**src/rtl/stopwatch_pkg.sv**
```systemverilog
// Shared stopwatch definitions: FSM state encodings and the default debounce length.
// Reused by the control unit and by datapath-side display/LED logic.
package stopwatch_pkg;

    localparam int unsigned DEBOUNCE_CYCLES_DEFAULT = 100000;

    localparam logic [1:0] STATE_STOP  = 2'd0;
    localparam logic [1:0] STATE_RUN   = 2'd1;
    localparam logic [1:0] STATE_CLEAR = 2'd2;

    typedef enum logic [1:0] {
        StStop    = STATE_STOP,
        StRun     = STATE_RUN,
        StClear   = STATE_CLEAR,
        StIllegal = 2'd3
    } sw_state_e;

endpackage

```
**src/rtl/stopwatch_cu_btn_debounce.sv**
```systemverilog
// Button conditioner: 2-flop synchroniser, stable-level debounce counter and
// a one-cycle pulse on each accepted press (debounced 0->1).
module btn_debounce
    import stopwatch_pkg::*;
#(
    parameter int unsigned DEBOUNCE_CYCLES = DEBOUNCE_CYCLES_DEFAULT
) (
    input  logic clk,
    input  logic rst,
    input  logic i_btn,
    output logic o_level,
    output logic o_pulse
);

    localparam int unsigned CNT_W = (DEBOUNCE_CYCLES > 1) ? $clog2(DEBOUNCE_CYCLES) : 1;
    localparam logic [CNT_W-1:0] CNT_MAX = CNT_W'(DEBOUNCE_CYCLES - 1);

    logic             sync1_q, sync2_q;
    logic             level_q, level_d;
    logic             level_prev_q;
    logic             pulse_q;
    logic [CNT_W-1:0] cnt_q, cnt_d;

    // Any cycle where the synced input agrees with the accepted level restarts the count.
    always_comb begin
        cnt_d   = '0;
        level_d = level_q;
        if (sync2_q != level_q) begin
            if (cnt_q == CNT_MAX) begin
                level_d = sync2_q;
            end else begin
                cnt_d = cnt_q + CNT_W'(1);
            end
        end
    end

    always_ff @(posedge clk) begin
        if (rst) begin
            sync1_q      <= 1'b0;
            sync2_q      <= 1'b0;
            cnt_q        <= '0;
            level_q      <= 1'b0;
            level_prev_q <= 1'b0;
            pulse_q      <= 1'b0;
        end else begin
            sync1_q      <= i_btn;
            sync2_q      <= sync1_q;
            cnt_q        <= cnt_d;
            level_q      <= level_d;
            level_prev_q <= level_q;
            pulse_q      <= level_q & ~level_prev_q;
        end
    end

    assign o_level = level_q;
    assign o_pulse = pulse_q;

endmodule

```
**src/rtl/stopwatch_cu.sv**
```systemverilog
// Stopwatch control unit: conditions the run and clear buttons and runs the
// STOP/RUN/CLEAR FSM that drives the datapath run level and clear strobe.
module stopwatch_cu
    import stopwatch_pkg::*;
#(
    parameter int unsigned DEBOUNCE_CYCLES = DEBOUNCE_CYCLES_DEFAULT
) (
    input  logic       clk,
    input  logic       rst,
    input  logic       i_btn_run,
    input  logic       i_btn_clear,
    output logic       o_run,
    output logic       o_clear,
    output logic [1:0] o_state
);

    logic      run_level, run_pulse;
    logic      clear_level, clear_pulse;
    logic      unused_levels;
    sw_state_e state_q, state_d;

    btn_debounce #(
        .DEBOUNCE_CYCLES (DEBOUNCE_CYCLES)
    ) u_run_btn (
        .clk     (clk),
        .rst     (rst),
        .i_btn   (i_btn_run),
        .o_level (run_level),
        .o_pulse (run_pulse)
    );

    btn_debounce #(
        .DEBOUNCE_CYCLES (DEBOUNCE_CYCLES)
    ) u_clear_btn (
        .clk     (clk),
        .rst     (rst),
        .i_btn   (i_btn_clear),
        .o_level (clear_level),
        .o_pulse (clear_pulse)
    );

    // Debounced levels are only of interest to debug probes.
    assign unused_levels = run_level ^ clear_level;

    // Clear takes priority in STOP; in RUN only run/stop is honoured.
    always_comb begin
        state_d = StStop;
        case (state_q)
            StStop: begin
                if (clear_pulse) begin
                    state_d = StClear;
                end else if (run_pulse) begin
                    state_d = StRun;
                end else begin
                    state_d = StStop;
                end
            end
            StRun:   state_d = run_pulse ? StStop : StRun;
            StClear: state_d = StStop;
            default: state_d = StStop;
        endcase
    end

    always_ff @(posedge clk) begin
        if (rst) begin
            state_q <= StStop;
        end else begin
            state_q <= state_d;
        end
    end

    assign o_run   = (state_q == StRun);
    assign o_clear = (state_q == StClear);
    assign o_state = state_q;

endmodule

```
**config.mk**
```make
export PLATFORM = sky130hd
export DESIGN_NAME = stopwatch_cu
export DESIGN_NICKNAME = d
export VERILOG_FILES = /design/src/rtl/stopwatch_pkg.sv /design/src/rtl/stopwatch_cu_btn_debounce.sv /design/src/rtl/stopwatch_cu.sv
export SDC_FILE = /design/constraint.sdc
export NUM_CORES = 1
export LEC_CHECK = 0
export CAP_MARGIN = 20
export CORE_ASPECT_RATIO = 0.75
export CORE_MARGIN = 3
export CORE_UTILIZATION = 30
export DETAILED_ROUTE_END_ITERATION = 16
export GPL_TIMING_DRIVEN = 0
export SLEW_MARGIN = 20
export SYNTH_ARGS = -nofsm -noshare
export SYNTH_HDL_FRONTEND = slang
export SYNTH_SLANG_ARGS = --single-unit
```
**constraint.sdc**
```tcl
create_clock -name clk -period 4 [get_ports clk]
set_input_delay 0.4 -clock clk [delete_from_list [all_inputs] [get_ports clk]]
set_output_delay 0.4 -clock clk [all_outputs]
set_load 0.02 [all_outputs]
```
Word level (Yosys, flattened, before mapping)

Index checks and enable logic that the tools add are counted.

Register bits after elaboration: 46
Output and inout bits: 4
Input port bits: 4
Logic and storage cells: 36

Bitwise operators: 6
Reduce and logical (&&, ||, !) cells: 5
Multiplexer cells: 4
Add/sub/neg operators: 2
Equality and inequality tests: 6

Operator list:

| operator                | number |
|---|---|
| $add A17 B1 Y17 const B | 2 |
| $eq A17 B17 Y1 const B  | 2 |
| $reduce_or A3 Y1        | 2 |
| $not A1 Y1              | 4 |
| $pmux W2 S2             | 1 |
| $reduce_and A2 Y1       | 2 |
| $and A1 B1 Y1           | 2 |
| $eq A2 B1 Y1 const B    | 1 |
| $eq A2 B2 Y1 const B    | 1 |
| $logic_not A2 Y1        | 1 |
| $mux W1                 | 2 |
| $mux W2                 | 1 |
| $ne A1 B1 Y1            | 2 |

Longest topological paths before layout

Depth after elaboration: 3
Gate-level depth with buffers: 7
Gate-level depth less buffers: 5

By module

Synthesis repeated with hierarchy kept, for this count alone.

Cell total of the unflattened synthesis: 198
Area, all modules: 1931.9 µm²

Modules (own cells, without submodules):

| module       | cells each | sequential area each (µm²) | area an instance (µm²) | instances |
|---|---|---|---|---|
| btn_debounce | 95         | 440.4                      | 919.6                  | 2 |
| stopwatch_cu | 8          | 40.0                       | 92.6                   | 1 |

Worst setup path before layout

OpenSTA, ideal clock, no wires.

Kind: register -> register
Start: reg u_clear_btn.cnt_q[0]
End: reg u_clear_btn.cnt_q[16]
Clock period less this slack: 1.805 ns
Setup time: 0.115 ns
Arrival time: 1.691 ns
Stages on the path, launching flop included: 8
Buffers on the path: 2
Path slack: 2.195 ns
Cell sequence: dfxtp_1 ha_1 buf_2 nand2_1 or4_1 o21bai_2 buf_4 nor2_1

Longest elaborated chain between the ends: 2

Ends and longest elaborated chain:

| item                                                    | line                            | source |
|---|---|---|
| start, declared                                         | stopwatch_cu_btn_debounce.sv:22 | `logic [CNT_W-1:0] cnt_q, cnt_d;` |
| start signal, assigned                                  | stopwatch_cu_btn_debounce.sv:48 | `cnt_q <= cnt_d;` |
| branches (longest 2 deep; another with $add A17 B1 Y17) | -                               |  |

Parallel ways; which one is timed is not known.
A chain may end at the register's enable or synchronous reset.

Final worst setup path

Same ends and word-level chain as after synthesis.

==> metrics.cfg <==
[die]
start_util_pct=32.1
rows=24
die_area_um2=7470
die_y_um=75.6
pin_count=8
core_um2=6040
die_x_um=98.8

[clock_network]
cts_setup_buffers=0
cts_root_buf=clkbuf_8
clock_latency_ns=0.29
clk_pin_slew_worst_paths_ns=0.07
tritoncts=built
clk_path_buf_depth=2
cts_made_buffers=5
cts_num_sinks=46
post_cts_resized=0
cts_hold_buf=0
htreeDepth=2

[routing]
ant_nets=0
vias=1445
wl_per_cell_um=11.0
vias_per_cell=4.71
drcViolationCount=0
detail_route.first_pass.iterations=4
drt-total-wl_mm=3.38
drtIter0Drc=52

[min_path]
worstHoldEndpoint=u_run_btn.o_pulse
hold_path.class=flop to flop
hp-start=u_run_btn.level_prev_q
min_path_cells=1

[synth]
synth_area_leaders=dfxtp_1 (48%), nor2_1 (7.0%), xor2_1 (6.8%), xnor2_1 (5.9%), nand3_1 (3.6%)
async_flop_share_pct=0
synth-main-ff-cell=dfxtp_1
synth_top_area_share_pct=47.5
ys_warn_count=0
syn_area_per_cell_um2=8.97
syn_area_um2=1940
synthCells=216
synth_top_cell_by_area=dfxtp_1
synth_edf_count=0
syn-num-nets=222
ys_types=34
yosysMostFrequentCell=dfxtp_1
synth_seq_cells=46
synthTopCellsByCount=dfxtp_1 (46), nor2_1 (36), xor2_1 (15)
ys_seq_area_share_pct=47.5

[timing]
tightest_slew_ns=0.433
setup_ws_ns=1.93
post-route-min-period_ns=2.07
timing.final.hold_violations=0
grt_setup_unrepaired=no
finalMaxSlewViolations=0
fin_crit_sh_pct=51.6
finalSetupViolations=0
fmax_mhz=484
slew_headroom_pct=71.1
tns_ns=0
hold_ws_ns=0.388
clock_skew_ns=0.00657

[placed_design]
placed_cell_area_um2=2110
preCtsSetupSlack_ns=1.91
hpwl_mm=2.48
io_buffers=7
gp_congestion=0.815
place_inst=301

[job]
drv_cap=0

[setup_path]
r2r-end=u_clear_btn.cnt_q[16]
critical_path.max_fanout=10
r2r_start=u_clear_btn.cnt_q[0]
crit_type=flop to flop
critPathMaxStageDelay_ns=0.54
reg2reg_slack_ns=1.93
crit_chain=ha_1 -> buf_2 -> nand2_1 -> or4_1 -> o21bai_2 -> buf_4 -> nor2_1
cp.required_ns=4.18
start_kind=flop
critical_path.top_delay_family=simple AND/OR/NAND/NOR gates
r2r_cells=7
crit_arrival_ns=2.24
end_kind=flop
cp_slowest_cell=or4_1
crit_buf_inv=2

[power_and_ir_drop]
p_leak_nw=0.678
ir_drop_v=0.000136
total_power_mw=0.744
power_density_nw_per_um2=340

[grt]
grt_pass1_wl_mm=6.14
grt_usage_pct=10.0
grt_max_degree=13
grt-ovfl-total=0
grt_pass1_vias=1341
grt_antenna_before_repair=0

[status]
status=completed

[layout]
drive_above_1_share_pct=5.68
design_area_um2=2190
fin_util_pct=36.3
n_antenna_cell=0
layout.cells.non_filler=307
nNetsFinal=236
areaGrowthSynthToFinish_pct=12.9

registers in the layout, indices dropped and copies added, names as in the netlist:
name	cells
u_run_btn.o_level	1
u_clear_btn.sync2_q	1
u_clear_btn.o_pulse	1
u_clear_btn.cnt_q	17
u_run_btn.sync2_q	1
u_run_btn.sync1_q	1
u_clear_btn.o_level	1
u_run_btn.o_pulse	1
u_run_btn.cnt_q	17
u_clear_btn.sync1_q	1
u_run_btn.level_prev_q	1
u_clear_btn.level_prev_q	1
o_state	2
layer usage:
metal	part of all wire, %	global-route usage [%]
met1	57	14.6
met5	0	0
met4	1.5	4.09
met3	2.6	1.92
met2	39	14.6
worst max-delay path by stage:
stage                    startpoint               endpoint  slack (ns)  cells past startpoint
6_report       u_clear_btn.cnt_q[0]  u_clear_btn.cnt_q[16]        1.93                      7
5_1_grt        u_clear_btn.cnt_q[0]  u_clear_btn.cnt_q[13]        1.72                      7
4_1_cts        u_clear_btn.cnt_q[0]  u_clear_btn.cnt_q[16]        1.90                      7
3_5_place_dp   u_clear_btn.cnt_q[0]   u_clear_btn.cnt_q[9]        1.91                      7
3_3_place_gp   u_clear_btn.cnt_q[0]   u_clear_btn.cnt_q[9]        1.93                      7
2_1_floorplan  u_clear_btn.cnt_q[0]  u_clear_btn.cnt_q[16]        2.19                      7
power breakdown:
part	internal, mW	total, mW	switching [mW]
registers	0.460	0.461	0.00150
clock network	0.133	0.270	0.137
logic	0.00619	0.0120	0.00579
kinds of logic (layout without fill, tap and decap cells):
kind of cell / after synthesis / count (layout) / share of synthesized area (%)
fa+ha+maj: 2 / 2 / 1.29
xor+xnor: 28 / 28 / 12.7
buf+inv: 14 / 27 / 3.10
simple gates: 113 / 113 / 31.1
flops: 46 / 46 / 47.5
compound gates: 12 / 12 / 3.81
mux: 1 / 1 / 0.516
placed cells by master, fill, tap and decap left out, types with 2 or more instances in the layout:
master | synthesis | final
buf_2 | 3 | 3
a21oi_1 | 5 | 5
nand2_1 | 9 | 9
nor2b_1 | 7 | 7
clkbuf_8 | 0 | 6
nand4_1 | 11 | 11
or4_1 | 2 | 2
xnor2_1 | 13 | 13
ha_1 | 2 | 2
o21ai_0 | 3 | 3
and4_1 | 3 | 3
dfxtp_1 | 46 | 46
o31ai_1 | 2 | 2
nand2b_1 | 5 | 5
xor2_1 | 15 | 15
nor4_1 | 7 | 7
nand3_1 | 14 | 14
nor2_1 | 36 | 36
clkdlybuf4s50_1 | 0 | 7
inv_1 | 6 | 6
nor4b_1 | 3 | 3
nor3_1 | 5 | 5
clkbuf_1 | 3 | 3
or3_1 | 4 | 4
final cells by class:
cell class	count	area [µm²]
tap	78	97.6
fill	623	3850
multi-input combinational	156	957
clock buffer	6	82.6
sequential	46	921
buffer	8	37.5
inverter	6	22.5
timing repair buffer	7	70.1
No activity file was read; power rests on OpenSTA's default activity.
